===== src/rtl/prim_cmd_sequencer_if.sv =====
`default_nettype none
// ============================================================================
//  Module   : prim_cmd_sequencer_if
//  Brief    : Host command push and renderer issue signals of the sequencer.
//  Revision : 1.0  initial release
// ============================================================================
interface prim_cmd_sequencer_if;
    logic [15:0] cmd_i;
    logic        cmd_valid_i;
    logic        cmd_ready_o;
    logic [15:0] rndr_cmd_o;
    logic        rndr_cmd_valid_o;
    logic        rndr_done_i;

    modport master (
        output cmd_i, cmd_valid_i, rndr_done_i,
        input  cmd_ready_o, rndr_cmd_o, rndr_cmd_valid_o
    );

    modport slave (
        input  cmd_i, cmd_valid_i, rndr_done_i,
        output cmd_ready_o, rndr_cmd_o, rndr_cmd_valid_o
    );
endinterface
`default_nettype wire


===== src/rtl/prim_cmd_sequencer.sv =====
`default_nettype none
// ============================================================================
//  Module   : prim_cmd_sequencer
//  Brief    : Command FIFO that issues renderer commands one per cycle and
//             holds issue after a start until line done or watchdog expiry.
//  Revision : 1.0  initial release
// ============================================================================
module prim_cmd_sequencer #(
    parameter int DEPTH          = 8,
    parameter int TIMEOUT_CYCLES = 65535
) (
    input  wire logic                   clk,
    input  wire logic                   reset_i,
    prim_cmd_sequencer_if.slave         bus,
    input  wire logic                   flush_i,
    input  wire logic                   clear_err_i,
    output logic [$clog2(DEPTH):0]      level_o,
    output logic                        busy_o,
    output logic                        overflow_o,
    output logic                        timeout_o
);

    localparam int c_AW = $clog2(DEPTH);
    localparam int c_CW = (TIMEOUT_CYCLES > 1) ? $clog2(TIMEOUT_CYCLES + 1) : 1;
    localparam logic [c_CW-1:0] c_TO_LAST = c_CW'(TIMEOUT_CYCLES - 1);
    localparam logic [0:0] c_ST_ISSUE = 1'b0;
    localparam logic [0:0] c_ST_WAIT  = 1'b1;

    logic [15:0]     r_mem [DEPTH];
    logic [c_AW:0]   r_wptr;
    logic [c_AW:0]   r_rptr;
    logic [0:0]      r_state;
    logic [c_CW-1:0] r_cnt;
    logic [15:0]     r_cmd;
    logic            r_valid;
    logic            r_ovf;
    logic            r_to;

    logic            w_empty;
    logic            w_full;
    logic            w_push;
    logic            w_pop;
    logic            w_drop;
    logic            w_to_hit;
    logic [15:0]     w_head;

    assign w_empty = (r_wptr == r_rptr);
    assign w_full  = (r_wptr[c_AW] != r_rptr[c_AW]) &&
                     (r_wptr[c_AW-1:0] == r_rptr[c_AW-1:0]);
    assign w_head  = r_mem[r_rptr[c_AW-1:0]];

    // Flush discards any concurrent push without counting it as an overflow.
    assign w_push   = bus.cmd_valid_i && !w_full && !flush_i;
    assign w_drop   = bus.cmd_valid_i &&  w_full && !flush_i;
    assign w_pop    = (r_state == c_ST_ISSUE) && !w_empty && !flush_i;
    assign w_to_hit = (TIMEOUT_CYCLES != 0) && (r_state == c_ST_WAIT) &&
                      !bus.rndr_done_i && !flush_i && (r_cnt == c_TO_LAST);

    always_ff @(posedge clk) begin
        if (w_push) begin
            r_mem[r_wptr[c_AW-1:0]] <= bus.cmd_i;
        end
    end

    always_ff @(posedge clk or posedge reset_i) begin
        if (reset_i) begin
            r_wptr  <= '0;
            r_rptr  <= '0;
            r_state <= c_ST_ISSUE;
            r_cnt   <= '0;
            r_cmd   <= '0;
            r_valid <= 1'b0;
            r_ovf   <= 1'b0;
            r_to    <= 1'b0;
        end else begin
            r_ovf <= w_drop   | (r_ovf & ~clear_err_i);
            r_to  <= w_to_hit | (r_to  & ~clear_err_i);
            if (flush_i) begin
                r_rptr  <= r_wptr;
                r_state <= c_ST_ISSUE;
                r_cnt   <= '0;
                r_valid <= 1'b0;
            end else begin
                r_valid <= w_pop;
                if (w_push) begin
                    r_wptr <= r_wptr + 1'b1;
                end
                if (w_pop) begin
                    r_rptr <= r_rptr + 1'b1;
                    r_cmd  <= w_head;
                    if (w_head[15:12] == 4'hF) begin
                        r_state <= c_ST_WAIT;
                        r_cnt   <= '0;
                    end
                end
                if (r_state == c_ST_WAIT) begin
                    if (bus.rndr_done_i || w_to_hit) begin
                        r_state <= c_ST_ISSUE;
                    end else if (r_cnt != '1) begin
                        r_cnt <= r_cnt + 1'b1;
                    end
                end
            end
        end
    end

    assign bus.cmd_ready_o      = !w_full && !reset_i;
    assign bus.rndr_cmd_o       = r_cmd;
    assign bus.rndr_cmd_valid_o = r_valid;
    assign level_o              = r_wptr - r_rptr;
    assign busy_o               = (r_state == c_ST_WAIT) || !w_empty || r_valid;
    assign overflow_o           = r_ovf;
    assign timeout_o            = r_to;

endmodule
`default_nettype wire


===== src/flat_wrapper.sv =====
// flat-port wrapper written by rule: the top's interface ports become plain ports
module prim_cmd_sequencer_flat 
#(
    parameter int DEPTH          = 8,
    parameter int TIMEOUT_CYCLES = 65535
)
  (clk, reset_i, flush_i, clear_err_i, level_o, busy_o, overflow_o, timeout_o, bus_cmd_i, bus_cmd_valid_i, bus_rndr_done_i, bus_cmd_ready_o, bus_rndr_cmd_o, bus_rndr_cmd_valid_o);
  prim_cmd_sequencer_if bus_i ();
  input  wire logic clk;
  input  wire logic reset_i;
  input  wire logic flush_i;
  input  wire logic clear_err_i;
  output logic [$clog2(DEPTH):0] level_o;
  output logic busy_o;
  output logic overflow_o;
  output logic timeout_o;
  input wire logic [$bits(bus_i.cmd_i)-1:0] bus_cmd_i;
  input wire logic [$bits(bus_i.cmd_valid_i)-1:0] bus_cmd_valid_i;
  input wire logic [$bits(bus_i.rndr_done_i)-1:0] bus_rndr_done_i;
  output wire logic [$bits(bus_i.cmd_ready_o)-1:0] bus_cmd_ready_o;
  output wire logic [$bits(bus_i.rndr_cmd_o)-1:0] bus_rndr_cmd_o;
  output wire logic [$bits(bus_i.rndr_cmd_valid_o)-1:0] bus_rndr_cmd_valid_o;
  assign bus_i.cmd_i = bus_cmd_i;
  assign bus_i.cmd_valid_i = bus_cmd_valid_i;
  assign bus_i.rndr_done_i = bus_rndr_done_i;
  assign bus_cmd_ready_o = bus_i.cmd_ready_o;
  assign bus_rndr_cmd_o = bus_i.rndr_cmd_o;
  assign bus_rndr_cmd_valid_o = bus_i.rndr_cmd_valid_o;
  prim_cmd_sequencer #(.DEPTH(DEPTH), .TIMEOUT_CYCLES(TIMEOUT_CYCLES)) u_core (.clk(clk), .reset_i(reset_i), .bus(bus_i), .flush_i(flush_i), .clear_err_i(clear_err_i), .level_o(level_o), .busy_o(busy_o), .overflow_o(overflow_o), .timeout_o(timeout_o));
endmodule

===== config.mk =====
export PLATFORM = sky130hd
export DESIGN_NAME = prim_cmd_sequencer_flat
export DESIGN_NICKNAME = d
export VERILOG_FILES = /design/src/rtl/prim_cmd_sequencer_if.sv /design/src/rtl/prim_cmd_sequencer.sv /design/src/flat_wrapper.sv
export SDC_FILE = /design/constraint.sdc
export NUM_CORES = 1
export LEC_CHECK = 0
export ABC_CLOCK_PERIOD_IN_PS = 4700
export BUFFER_PORTS_ARGS = -buffer_cell sky130_fd_sc_hd__clkbuf_2
export CAP_MARGIN = 40
export CORE_MARGIN = 4
export CORE_UTILIZATION = 30
export CTS_BUF_LIST = sky130_fd_sc_hd__clkbuf_16
export CTS_CLUSTER_SIZE = 16
export DETAILED_ROUTE_END_ITERATION = 10
export PLACE_DENSITY = 0.46
export SLEW_MARGIN = 30
export SYNTH_ARGS = -nofsm -noshare
export SYNTH_HDL_FRONTEND = slang
export SYNTH_SLANG_ARGS = --single-unit

===== constraint.sdc =====
create_clock -name clk -period 4.7 [get_ports clk]
set_clock_uncertainty 0.1 [all_clocks]
set_input_delay 1.41 -clock clk [delete_from_list [all_inputs] [get_ports clk]]
set_output_delay 1.41 -clock clk [all_outputs]
set_load 0.02 [all_outputs]

Word level (Yosys, flattened, before mapping):

Memories as Yosys holds them, arrays and structs flattened.
Cells that the tools add are included.

* flip-flop bits (word level): 44
* RAM bits: 128
* input port bits: 22
* memories kept: 1

* add/subtract/negate cells: 4
* equal/unequal tests: 6
* multiplexer cells: 16
* bitwise operators: 7
* reductions and logical operators: 22

Memories
* u_core.r_mem: depth 8, bits a word 16, rd ports 1, clocked after Yosys merged registers in 0, write ports 1, RTL line prim_cmd_sequencer.sv:29 `logic [15:0] r_mem [DEPTH];`

Operators by type and width (count)
* 2-to-1 mux 16 bit: 6
* adder 16 x 1 -> 16 bit, second input constant: 1
* equality test 16 bit, second input constant: 1
* inequality test 16 bit, second input constant: 1
* logical AND 1 bit: 11
* adder 4 x 1 -> 4 bit, second input constant: 2
* 2-to-1 mux 1 bit: 8
* 2-to-1 mux 4 bit: 2
* logical NOT 1 bit: 5
* equality test 4 bit: 1
* equality test 4 bit, second input constant: 1
* AND reduction 2 bit: 2
* subtractor 4 bit: 1
* equality test 3 bit: 1
* logical OR 1 bit: 3
* NOT 1 bit: 3
* bitwise AND 1 bit: 2
* OR 1 bit: 2
* nonzero test 2 bit: 1
* inequality test 1 bit: 1

Depth between registers and ports, before layout:

Gate-level depths: netlist (run 1).

* depth after elaboration: 9
* gate-level depth with buffers: 10
* mapped depth without buffers: 7

Worst setup path after synthesis (run 1):

Ideal clock, no wire load.

* path kind: in2reg
* from: input flush_i
* to: memory u_core.r_mem[0][0], enable pin
* arrival: 3.386 ns
* data required time: 4.191 ns
* setup slack: 0.805 ns
* stages on the path: 6
* buffers on the path: 1
* cell sequence: clkbuf_1 -> inv_1 -> nand2_1 -> nor2_1 -> nand2_1 -> nor3_1

* word-level cells in the longest chain between the ends: 4

Ends and longest elaborated chain
* start, declared: RTL line flat_wrapper.sv:11 `input wire logic flush_i;`
* logical NOT 1 bit: RTL line prim_cmd_sequencer.sv:53 `assign w_push = bus.cmd_valid_i && !w_full && !flush_i;`
* logical AND 1 bit: RTL line prim_cmd_sequencer.sv:53
* 2-to-1 mux 1 bit: RTL line prim_cmd_sequencer.sv:60 `if (w_push) begin`
* 2-to-1 mux 1 bit (not written as such): RTL line prim_cmd_sequencer.sv:61 `r_mem[r_wptr[c_AW-1:0]] <= bus.cmd_i;`
* end, declared: RTL line prim_cmd_sequencer.sv:29

No other way between the ends.

Worst setup path after layout (run 1):

* from: register u_core.r_rptr[1]
* to: output level_o[2]

* word-level cells in the longest chain between the ends: 1

Ends and longest elaborated chain
* start, declared: RTL line prim_cmd_sequencer.sv:31 `logic [c_AW:0] r_rptr;`
* start signal, assigned: RTL line prim_cmd_sequencer.sv:79 `r_rptr <= r_wptr;`
* start signal, assigned: RTL line prim_cmd_sequencer.sv:89 `r_rptr <= r_rptr + 1'b1;`
* subtractor 4 bit: RTL line prim_cmd_sequencer.sv:110 `assign level_o = r_wptr - r_rptr;`
* end, declared: RTL line flat_wrapper.sv:13 `output logic [$clog2(DEPTH):0] level_o;`

No other way between the ends.

==> impl_metrics.yaml, run 1 <==
outcome:
  status: "complete, no violations"
route:
  wire_per_inst_um: 18.1
  drcViolationCount: 0
  routed_wl_mm: 15.4
  drt_iter0_markers: 292
  ant_nets: 0
  dr.pass1.iters: 4
  num_vias: 3960
  viasPerCell: 4.68
critical_path:
  critPathLaunchType: "flop"
  critical_path_arrival_ns: 1.99
  worstPathRequired_ns: 3.19
  critPathLaunch: "u_core.r_rptr[1]$_DFFE_PP0P_"
  worstPathCellList: "buf_4 > fa_1 > xnor2_1 > clkbuf_2"
  rr_startpoint: "u_core.r_wptr[3]$_DFFE_PP0P_"
  critPathKind: "flop to output port"
  cp-endpoint: "level_o[2]"
  rr_endpoint: "u_core.r_mem[7][2]$_DFFE_PP_"
  critPathMaxFanout: 36
  worst-path-stages: 4
  slowest_delay_ns: 0.50
  crit_family: "buffers and inverters"
  endpoint_kind: "output port"
  path_buf_inv: 2
  rrSetupSlack_ns: 1.90
  crit_slowest_cell: "fa_1"
  r2r_cells: 5
die:
  core_sq_mm: 0.0234
  dieArea_sq_mm: 0.0263
  die_y_um: 162
  die_w_um: 162
  ioPinCount: 47
  rows: 56
  start_util_pct: 30.4
timing:
  tns_ns: 0
  finalSetupViolCount: 0
  worstMarginPinSlew_ns: 0.723
  fmax_ghz: 0.286
  rsz0062_at_grt: "false"
  fin_crit_ns: 3.50
  finalMaxSlewViolations: 0
  slew_headroom_pct: 51.8
  hold_viol: 0
  fin_ws_ns: 1.20
  min_period_over_period_pct: 74.4
final_layout:
  final_area_sq_mm: 0.00839
  nNetsFinal: 545
  syn_to_final_growth_pct: 17.8
  diodes: 0
  drive_gt1_share_pct: 25.8
synthesis:
  syn_inst: 453
  netlist_area_sq_mm: 0.00712
  synth_seq_cells: 172
  postSynthAreaPerCell_sq_um: 15.7
  synth-edff-count: 128
  ys.flop_type: "edfxtp_1"
  synthDistinctLibCells: 49
  ys_seq_area_share_pct: 69.5
  ys_async_sr_fraction_pct: 25.6
  synth_fp_nets: 483
  ys.warnings.count: 0
power:
  p_total_uw: 4870
  p_leak_uw: 0.00294
  p_per_area_mw_per_mm2: 581
  peakVddDrop_mv: 0.282
global_route:
  grt_max_degree: 45
  track_usage_pct: 12.2
  grt_pass1_wl_mm: 24.2
  antenna_found_initial: 0
  grt_remaining_overflow: 0
  grt_pass1_vias: 4166
place:
  gp_congestion: 0.770
  dpl_cell_area_sq_mm: 0.00779
  pre_cts_slack_ns: 1.04
  hpwl_mm: 9.53
  io_buffer_count: 46
hold_path:
  hp-class: "flop to flop"
  worstHoldStart: "u_core.r_cnt[14]$_DFF_PP0_"
  hold_depth: 1
cts:
  post_cts_buffers: 0
  cts_tree: "yes"
  clock_sinks: 172
  cts_buffers: 17
  clock_latency_ns: 0.42
  cts_hold_buf: 0
  clockRootBuffer: "clkbuf_16"
  htree_num_levels: 4
  clockBufferDepth: 2
  path_clk_slew_ns: 0.07
  cts.repair.resized: 0
flow_run:
  cap_violations: 0
[worst reg2reg max path, delay by kind of cell (launching register included)]
kind	cells	cell delay [ns]
flip-flops	1	0.43
AND/OR/NAND/NOR	3	0.75
buffers and inverters	1	0.58
XOR/XNOR	1	0.58
[final cells by class]
| cell class | count | area, sq um |
|---|---|---|
| multi-input cells | 241 | 2020 |
| inverters | 22 | 85.1 |
| clock buffers | 17 | 425 |
| fillers | 2277 | 15000 |
| well taps | 319 | 399 |
| repair buffers | 61 | 343 |
| flip-flops and latches | 172 | 4950 |
| clock inverters | 15 | 170 |
[where the power goes]
part	switching [uW]	internal, uW
sequential	110	1840
combinational	923	603
clock	678	719
total	1710	3160
[cells in the mapped netlist (4+ instances only)]
cell type,count,area share [%]
a21oi_1,7,0.49
a31oi_1,15,1.3
and3_1,4,0.35
buf_2,6,0.42
clkbuf_1,8,0.42
dfrtp_1,44,15
edfxtp_1,128,54
ha_1,7,1.2
inv_1,22,1.2
mux2i_1,6,0.84
mux4_2,28,8.9
nand2_1,46,2.4
nand3_1,12,0.84
nor2_1,30,1.6
nor3_1,8,0.56
o21ai_0,11,0.77
o22ai_1,5,0.44
xnor2_1,16,2.0
[stage by stage]
stage	utilization, %	instances	hold slack, ns
after floorplan	-	453	0.366
after global placement	33.3	815	0.393
after detailed placement	33.3	815	0.405
after CTS	35.8	847	0.421
after global routing	35.8	847	0.434
final	35.8	847	0.414
[cell usage in the layout, fill, tap and decap left out, types with 3 or more instances in the layout]
master and count:
o32ai_1 3, clkinvlp_4 3, a31oi_1 15, mux4_2 28, clkbuf_2 46, nor3_1 6, ha_1 7, nor2_1 30
nand2_1 46, dfrtp_1 43, inv_8 5, a21o_1 3, o22ai_1 5, nor4_1 3, and3_1 4, edfxtp_1 128
inv_1 21, a21oi_1 7, clkbuf_16 17, or3_1 3, o21ai_0 11, clkinv_8 3, xnor2_1 16, nand3_1 12
mux2i_1 6, buf_4 15
[sequential cells by signal, summed over array words and instances (netlist names)]
| name | flops |
|---|---|
| u_core.r_mem | 128 |
| u_core.r_state | 1 |
| u_core.timeout_o | 1 |
| u_core.overflow_o | 1 |
| u_core.r_wptr | 4 |
| u_core.r_rptr | 4 |
| u_core.bus.rndr_cmd_o | 16 |
| u_core.r_cnt | 16 |
| u_core.bus.rndr_cmd_valid_o | 1 |
[cells by family after synthesis]
logic type | Yosys count | synth area share, %
buffers and inverters | 40 | 2.43
AOI/OAI and AO/OA | 57 | 5.61
DFF | 172 | 69.5
xor gates and xnor gates | 16 | 1.97
and+or+nand+nor | 122 | 8.26
muxes | 38 | 10.8
adders and majority gates | 8 | 1.51
[how the worst min path moves through the flow]
| stage | end | slack, ns |
|---|---|---|
| 6_report | u_core.r_cnt[14]$_DFF_PP0_ | 0.41 |
| 5_1_grt | u_core.r_cnt[14]$_DFF_PP0_ | 0.43 |
| 4_1_cts | u_core.r_cnt[14]$_DFF_PP0_ | 0.42 |
| 3_5_place_dp | u_core.r_cnt[14]$_DFF_PP0_ | 0.40 |
| 3_3_place_gp | u_core.r_cnt[14]$_DFF_PP0_ | 0.39 |
| 2_1_floorplan | u_core.r_cnt[14]$_DFF_PP0_ | 0.37 |
[metal layers]
metal | global-route usage, % | up-vias | part of all wire (%)
met2 | 19.7 | 63 | 49
met1 | 16.8 | 2027 | 46
met5 | 0 | - | 0
met4 | 3.58 | 0 | 1.1
li1 | - | 1860 | -
met3 | 2.72 | 10 | 3.8
Power figures use the tool's default switching activity.
==> run 2: changes to the inputs <==
- ABC_AREA: unset -> 1
- ABC_CLOCK_PERIOD_IN_PS: 4700 -> 2800
- PLACE_DENSITY: 0.46 -> 0.48
- clock period: 4.7 -> 2.8 ns (I/O delays scaled with it)
==> impl_metrics.yaml, run 2 <==
outcome:
  status: "complete, no violations"
synthesis:
  postSynthAreaPerCell_sq_um: 11.0
  synth_top_cell_by_area: "edfxtp_1"
  netlist_area_sq_mm: 0.00736
  ys.flop_type: "edfxtp_1"
  synth_fp_nets: 701
  ys_async_sr_fraction_pct: 25.6
  synth-edff-count: 128
  ys_top_cells_by_area: "edfxtp_1, dfrtp_1, nand2_1"
  ys_seq_area_share_pct: 67.2
  synthTopCellsByCount: "edfxtp_1, nand2_1, nor2_1, o21ai_0, inv_1"
  yosysMostFrequentCell: "edfxtp_1"
  synth_seq_cells: 172
  syn_inst: 671
  synthDistinctLibCells: 35
  ys.warnings.count: 0
  synth_top_area_share_pct: 52.2
timing:
  tns_ns: 0
  fmax_ghz: 0.362
  finalSetupViolCount: 0
  fin_ws_ns: 0.0387
  min_period_over_period_pct: 98.6
  hold_slack_ns: 0.386
  hold_viol: 0
  slew_headroom_pct: 53.6
  rsz0062_at_grt: "true"
  worstMarginPinSlew_ns: 0.695
  finalMaxSlewViolations: 0
  fin_crit_ns: 2.76
power:
  pwr-share-seq_pct: 36.7
  p_per_area_mw_per_mm2: 1010
  p_sw_uw: 3420
  pwr-share-clk_pct: 28.2
  power_frac_comb_pct: 35.1
  switching_share_pct: 38.5
  p_leak_uw: 0.00338
  peakVddDrop_mv: 0.490
  p_int_uw: 5460
cts:
  htree_num_levels: 4
  clock_sinks: 172
  cts_buffers: 17
  path_clk_slew_ns: 0.07
  clockBufferDepth: 2
  clockRootBuffer: "clkbuf_16"
  clock_latency_ns: 0.42
  cts_hold_buf: 0
  cts_tree: "yes"
die:
  core_sq_mm: 0.0242
  start_util_pct: 30.4
  die_w_um: 165
  dieArea_sq_mm: 0.0271
  ioPinCount: 47
  die_y_um: 165
  rows: 57
critical_path:
  critPathKind: "flop to output port"
  path_buf_inv: 1
  critPathLaunchType: "flop"
  slowest_delay_ns: 0.42
  worstPathCellList: "ha_1 > fa_1 > xnor2_1 > buf_4"
  endpoint_kind: "output port"
  crit_slowest_cell: "dfrtp_2"
  worstPathRequired_ns: 1.86
  critPathMaxFanout: 3
  crit_family: "adder cells"
  critical_path_arrival_ns: 1.82
global_route:
  grt_pass1_wl_mm: 28.5
  antenna_found_initial: 0
  track_usage_pct: 13.9
  grt_pass1_vias: 4988
  grt_max_degree: 67
  grt_remaining_overflow: 0
route:
  ant_nets: 0
  viasPerCell: 4.71
  num_vias: 5059
  dr.pass1.iters: 4
  wire_per_inst_um: 16.9
  drcViolationCount: 0
  routed_wl_mm: 18.1
  drt_iter0_markers: 337
final_layout:
  drive_gt1_share_pct: 20.9
  diodes: 0
  final_area_sq_mm: 0.00882
  nNetsFinal: 768
  final_cell_mix: "edfxtp_1, nand2_1, nor2_1"
  fill_cells: 2436
  largest_register_ffs: 128
  layout_commonest_cell: "edfxtp_1"
  post-route-util_pct: 36.4
  syn_to_final_growth_pct: 19.8
place:
  dpl_cell_area_sq_mm: 0.00811
  io_buffer_count: 46
  gp_congestion: 0.752
  pre_cts_slack_ns: 0.279
  hpwl_mm: 11.9
flow_run:
  cap_violations: 0
hold_path:
  hp-class: "input port to asynchronous set/reset pin"
[run 2: cell count changes after synthesis, moves of 15 or more]
cell and change:
a31oi_1 -15, inv_1 +28, mux4_2 -28, nand2_1 +72, nand3_1 +26, nor2_1 +64, o21ai_0 +50, o221ai_1 +21
[run 2: metrics by stage]
stage          std cells  total power [uW]
5_1_grt             1075              9460
3_3_place_gp        1040              6350
6_report            1075              8880
2_1_floorplan        671              5250
3_5_place_dp        1040              6360
4_1_cts             1074              8940
[run 2: kinds of logic after synthesis]
family / Yosys count / share of synthesized area [%]
simple gates: 271 / 15.6
flops: 172 / 67.2
compound gates: 125 / 10.1
buf+inv: 88 / 4.84
fa+ha+maj: 8 / 1.46
xor+xnor: 7 / 0.833
[run 2: what timing repair did]
action                     CTS  global route
pin swaps                    1             3
buffers inserted             2             0
setup endpoints to repair    4             5
resized for setup            5            11
[run 2: power by group through the flow]
stage	registers, uW	logic (uW)	clock network (uW)
after floorplan	3430	1810	0
after global placement	3330	3030	0
after detailed placement	3320	3030	0
after CTS	3260	3130	2550
after global routing	3300	3500	2650
final	3260	3120	2500
[run 2: final timing paths]
check	end	cells past startpoint	slack (ns)	start
setup reg to reg	u_core.r_mem[2][11]$_DFFE_PP_	9	0.56	u_core.r_rptr[0]$_DFFE_PP0P_
hold reg to reg	u_core.bus.rndr_cmd_o[3]$_DFFE_PP0P_	2	0.39	u_core.bus.rndr_cmd_o[3]$_DFFE_PP0P_
hold / removal	u_core.timeout_o$_DFF_PP0_	2	0.39	reset_i
min in group clk	u_core.bus.rndr_cmd_o[3]$_DFFE_PP0P_	2	0.39	u_core.bus.rndr_cmd_o[3]$_DFFE_PP0P_
max in group asynchronous	u_core.bus.rndr_cmd_o[6]$_DFFE_PP0P_	3	1.58	reset_i
setup / recovery	level_o[2]	4	0.04	u_core.r_rptr[0]$_DFFE_PP0P_
[run 2: final cells by class]
class	count	area, sq um	area share (%)
flip-flops and latches	172	4950	56.1
multi-input cells	411	2120	24.1
repair buffers	80	494	5.60
clock buffers	17	425	4.82
well taps	324	405	4.59
clock inverters	15	216	2.45
inverters	56	210	2.38
[run 2: per-layer routing]
| layer | vias up | track usage, % | wire, um |
|---|---|---|---|
| met5 | - | 0 | 0 |
| met4 | 0 | 2.80 | 174 |
| met3 | 12 | 3.07 | 515 |
| met2 | 70 | 22.5 | 8590 |
| met1 | 2522 | 19.3 | 8860 |
| li1 | 2455 | - | - |
